==> src/rtl/hazard_pkg.sv <==
// Shared types and constants for the semiMIPS hazard/halt controller and ctrlsigmux.
// State encodings are fixed so the state register can be probed in waveforms by value.
package hazard_pkg;

    typedef enum logic [1:0] {
        RUN   = 2'b00,
        DRAIN = 2'b01,
        HALT  = 2'b10
    } state_e;

    // Select values for ctrlsigmux: live control signals or a NOP bubble.
    localparam logic SEL_CTRL = 1'b0;
    localparam logic SEL_NOP  = 1'b1;

endpackage

==> src/rtl/satcounter.sv <==
// Parameterised saturating up-counter with asynchronous active-high reset.
// Holds at all-ones instead of wrapping.
module satcounter #(
    parameter int W = 16
) (
    input  logic         clk,
    input  logic         rst,
    input  logic         inc_i,
    output logic [W-1:0] cnt_o
);

    logic [W-1:0] cnt_q;
    logic [W-1:0] cnt_d;

    always_comb begin
        cnt_d = cnt_q;
        if (inc_i && (cnt_q != '1)) begin
            cnt_d = cnt_q + W'(1);
        end
    end

    // NOTE: state registers use non-blocking assignment so all flops update together at the edge.
    always_ff @(posedge clk or posedge rst) begin
        if (rst) begin
            cnt_q <= '0;
        end else begin
            cnt_q <= cnt_d;
        end
    end

    assign cnt_o = cnt_q;

endmodule

==> src/rtl/hazard_ctrl.sv <==
// ID-stage hazard and halt controller: load-use stalls, MEM-resolved branch flushes,
// and a counted pipeline drain after fin before reporting halted.
module hazard_ctrl
    import hazard_pkg::*;
#(
    parameter int DRAINCYC = 3,
    parameter int CNTW     = 16
) (
    input  logic            clk,
    input  logic            rst,
    input  logic [4:0]      idrs,
    input  logic [4:0]      idrt,
    input  logic            idusers,
    input  logic            idusert,
    input  logic            idfin,
    input  logic            exmemrd,
    input  logic [4:0]      exwreg,
    input  logic            memtaken,
    output logic            ctrlsig,
    output logic            pcwr,
    output logic            ifidwr,
    output logic            ifidflush,
    output logic            exmemflush,
    output logic            halted,
    output logic [CNTW-1:0] stallcnt
);

    localparam int DCW = (DRAINCYC < 1) ? 1 : $clog2(DRAINCYC + 1);

    state_e         state_q, state_d;
    logic [DCW-1:0] dcnt_q, dcnt_d;
    logic           halted_q;
    logic           lu;
    logic           count_lu;

    // Register 0 is hard-wired, so a load targeting it never creates a real dependency.
    assign lu = exmemrd && (exwreg != 5'd0) &&
                ((idusers && (exwreg == idrs)) || (idusert && (exwreg == idrt)));

    // NOTE: every output and next-state is given a default first so no latch is inferred.
    always_comb begin
        state_d    = state_q;
        dcnt_d     = dcnt_q;
        ctrlsig    = SEL_CTRL;
        pcwr       = 1'b1;
        ifidwr     = 1'b1;
        ifidflush  = 1'b0;
        exmemflush = 1'b0;
        count_lu   = 1'b0;

        unique case (state_q)
            RUN: begin
                if (memtaken) begin
                    ctrlsig    = SEL_NOP;
                    ifidflush  = 1'b1;
                    exmemflush = 1'b1;
                end else if (lu) begin
                    ctrlsig  = SEL_NOP;
                    pcwr     = 1'b0;
                    ifidwr   = 1'b0;
                    count_lu = 1'b1;
                end else if (idfin) begin
                    pcwr    = 1'b0;
                    ifidwr  = 1'b0;
                    state_d = DRAIN;
                    dcnt_d  = DCW'(DRAINCYC);
                end
            end

            DRAIN: begin
                if (memtaken) begin
                    // fin turned out to be on the wrong path: flush it and resume fetching.
                    ctrlsig    = SEL_NOP;
                    ifidflush  = 1'b1;
                    exmemflush = 1'b1;
                    state_d    = RUN;
                    dcnt_d     = '0;
                end else begin
                    ctrlsig = SEL_NOP;
                    pcwr    = 1'b0;
                    ifidwr  = 1'b0;
                    dcnt_d  = dcnt_q - DCW'(1);
                    if (dcnt_q <= DCW'(1)) begin
                        state_d = HALT;
                    end
                end
            end

            HALT: begin
                ctrlsig = SEL_NOP;
                pcwr    = 1'b0;
                ifidwr  = 1'b0;
            end

            default: begin
                state_d = RUN;
                dcnt_d  = '0;
            end
        endcase
    end

    always_ff @(posedge clk or posedge rst) begin
        if (rst) begin
            state_q  <= RUN;
            dcnt_q   <= '0;
            halted_q <= 1'b0;
        end else begin
            state_q  <= state_d;
            dcnt_q   <= dcnt_d;
            halted_q <= (state_d == HALT);
        end
    end

    assign halted = halted_q;

    satcounter #(
        .W(CNTW)
    ) u_stallcnt (
        .clk   (clk),
        .rst   (rst),
        .inc_i (count_lu),
        .cnt_o (stallcnt)
    );

endmodule

==> config.mk <==
export PLATFORM = sky130hd
export DESIGN_NAME = hazard_ctrl
export DESIGN_NICKNAME = d
export VERILOG_FILES = /design/src/rtl/hazard_pkg.sv /design/src/rtl/satcounter.sv /design/src/rtl/hazard_ctrl.sv
export SDC_FILE = /design/constraint.sdc
export NUM_CORES = 1
export LEC_CHECK = 0
export ABC_AREA = 1
export CORE_ASPECT_RATIO = 1.1
export CORE_MARGIN = 2
export CORE_UTILIZATION = 60
export DETAILED_ROUTE_END_ITERATION = 10
export DONT_BUFFER_PORTS = 1
export PLACE_DENSITY = 0.76
export SYNTH_ARGS = -nofsm -noshare
export SYNTH_HDL_FRONTEND = slang
export SYNTH_SLANG_ARGS = --single-unit
==> constraint.sdc <==
create_clock -name clk -period 2.65 [get_ports clk]
set_input_delay 0.795 -clock clk [delete_from_list [all_inputs] [get_ports clk]]
set_output_delay 0.795 -clock clk [all_outputs]
set_load 0.005 [all_outputs]
==> results.py <==
metrics = {
    "finish": {
        "final_net_count": 255,
        "n_fill_cell": 225,
        "post-route-util_pct": 65.7,
        "n_antenna_cell": 0,
        "area_growth_pct": 4.05,
        "drive_above_1_share_pct": 12.4,
        "finalInstanceArea_mm2": 0.00164,
    },
    "placed_design": {
        "place_ws_ps": 122,
        "hpwl_um": 2510,
        "gp_congestion": 0.848,
        "placed_area_mm2": 0.00160,
        "portBuffers": 0,
    },
    "timing": {
        "hold_viol": 0,
        "tightest_slew_ps": 753,
        "fmax_mhz": 394,
        "finalMaxSlewViolations": 0,
        "skew_ps": 2.85,
        "setup_viol": 0,
        "fin_ws_ps": 114,
        "post-route-period-util_pct": 95.7,
        "rsz0062_at_grt": "false",
        "tns_ps": 0,
        "max_slew_margin_pct": 49.7,
        "period_needed_ps": 2540,
    },
    "floorplanning": {
        "num_rows": 19,
        "ios": 44,
        "start_util_pct": 63.2,
        "die-width_um": 52.9,
        "die_area_mm2": 0.00305,
        "placeableCoreArea_mm2": 0.00250,
        "die_h_um": 57.8,
    },
    "clock_tree": {
        "cts_max_level": 1,
        "clockBufferDepth": 2,
        "cts-resized-gates": 0,
        "insertion_delay_ps": 310,
        "root_buffer": "clkbuf_4",
        "cts.sinks": 21,
        "cts_tree": "done",
        "clk_pin_slew_ps": 110,
        "cts_buffers": 3,
        "post-cts-setup-buffers": 0,
        "ctsHoldBuffers": 0,
    },
    "power_and_ir_drop": {
        "p_leak_nw": 0.832,
        "irDropWorstVdd_uv": 554,
        "p_per_area_mw_per_mm2": 716,
        "design_power_total_mw": 1.17,
    },
    "critical_path": {
        "critPathKind": "in -> out",
        "cp-startpoint": "exwreg[0]",
        "crit_fanout": 4,
        "r2r-start": "u_stallcnt.cnt_o[0]$_DFFE_PP0P_",
        "cp-end-kind": "primary output",
        "worstPathArrival_ps": 1740,
        "cp.required_ps": 1860,
        "r2r_cells": 10,
        "worst_setup_path_start_kind": "input port",
    },
    "grt": {
        "grt_max_degree": 22,
        "global_route.usage.total_pct": 22.8,
        "antenna_found_initial": 0,
        "grt_pass1_wl_um": 5260,
        "grt_pass1_vias": 1272,
        "overflow": 0,
    },
    "yosys": {
        "netlist_area_mm2": 0.00158,
        "synth.avg_cell_area_um2": 7.07,
        "syn-instance-count": 223,
        "ys_ff_latch": 21,
        "yosysSeqAreaShare_pct": 33.3,
        "synth_cell_types": 25,
        "yosys_warnings": 0,
        "synth_fp_nets": 251,
    },
    "detailed_routing": {
        "via_per_inst": 5.34,
        "avgRoutedWirePerCell_um": 12.5,
        "drtPass1Iterations": 4,
        "wl_um": 3220,
        "ant_nets": 0,
        "drt_iter0_drc": 53,
        "vias": 1373,
        "drcViolationCount": 0,
    },
    "worst_hold_path": {
        "hp-class": "in -> async",
    },
    "run": {
        "max_cap_violations": 0,
    },
    "run_status": {
        "status": "complete, no violations",
    },
}
==> power by group <==
group / total, mW / leakage [nW] / internal, mW / switching (mW)
combinational: 0.511 / 0.552 / 0.200 / 0.311
clock: 0.159 / 0.0177 / 0.0566 / 0.102
sequential: 0.504 / 0.262 / 0.407 / 0.0966
total: 1.17 / 0.832 / 0.664 / 0.510
==> area by class of cell <==
class | instances | area (um2) | share of cell area, %
Inverter | 37 | 141 | 8.62
Sequential cell | 21 | 526 | 32.0
Clock buffer | 3 | 22.5 | 1.37
Clock inverter | 1 | 5.00 | 0.305
Tap cell | 31 | 38.8 | 2.36
Timing Repair Buffer | 3 | 22.5 | 1.37
Multi-Input combinational cell | 161 | 885 | 53.9
==> cell usage after synthesis <==
library cell	count	share of area (%)
buf_6	2	1.4
nand3_2	1	0.63
dfrtp_1	21	33
nand4_4	1	1.3
nor4_1	1	0.40
o21ai_1	1	0.32
o21ai_0	6	1.9
buf_4	2	0.95
xnor2_1	5	2.8
o21ai_2	6	3.3
nor3_1	8	2.5
nor4_2	1	0.79
nor3_4	1	1.0
nand2_2	4	1.6
inv_4	1	0.40
nand2_1	68	16
nand3_1	14	4.4
ha_1	6	4.8
nand4_1	2	0.79
o31ai_1	1	0.48
inv_1	36	8.6
nor2_1	18	4.3
nor2_2	2	0.79
xor2_1	9	5.0
a21oi_1	6	1.9
==> cell families after synthesis <==
kind of cell,Yosys count,synth area share (%)
adders and majority gates,6,4.76
buffers and inverters,41,11.3
and+or+nand+nor,121,34.8
AOI/OAI and AO/OA,20,7.94
xor gates and xnor gates,14,7.78
DFF,21,33.3
==> routing by layer <==
layer | vias up | routed length (um) | track usage [%]
met1 | 628 | 1330 | 26.3
met2 | 43 | 1610 | 41.1
met4 | 0 | 47 | 8.06
met3 | 5 | 229 | 4.38
li1 | 697 | - | -
met5 | - | 0 | 0
==> through the flow <==
stage / hold slack, ps / cells
2_1_floorplan: 481 / 223
3_5_place_dp: 515 / 253
6_report: 483 / 257
4_1_cts: 527 / 257
3_3_place_gp: 514 / 253
5_1_grt: 564 / 257
==> path summary, 6_finish.rpt <==
kind                                                          to  slack [ps]
worst max-delay path                                      ifidwr         110
worst min-delay path             u_stallcnt.cnt_o[3]$_DFFE_PP0P_         480
worst max register to register  u_stallcnt.cnt_o[14]$_DFFE_PP0P_         690
worst min register to register             dcnt_q[0]$_DFFE_PP0P_         540
max in group asynchronous                  dcnt_q[0]$_DFFE_PP0P_        1700
min in group clk                           dcnt_q[0]$_DFFE_PP0P_         540
==> worst max-delay path: stages <==
cell and delay (ps):
inv_1 90, nand2_1 70, nand2_1 70, nor2_1 40, nand3_1 80, nand2_1 70, nand2_2 80, inv_2 70
o31ai_2 230, buf_4 150
==> sequential cells by signal, indices dropped and copies added, names as in the netlist <==
name              cells
dcnt_q                2
halted                1
u_stallcnt.cnt_o     16
state_q               2
==> placed cells by master (no fill, tap or decap) <==
cell type / n
clkinv_2: 1
a21oi_1: 6
ha_1: 6
inv_4: 1
o21ai_1: 1
o21ai_2: 6
clkbuf_4: 3
nand3_2: 1
inv_2: 1
o31ai_2: 1
xor2_1: 9
dfrtp_1: 21
nor3_2: 1
xnor2_1: 5
nor3_1: 7
nor4_1: 1
buf_4: 3
inv_1: 35
nor2_1: 18
nand2_2: 5
nor2_2: 2
nor3_4: 1
nand4_1: 2
nor4_2: 1
nand3_1: 14
nand2_1: 67
nand4_4: 1
o21ai_0: 6
Power figures use the tool's default switching activity.
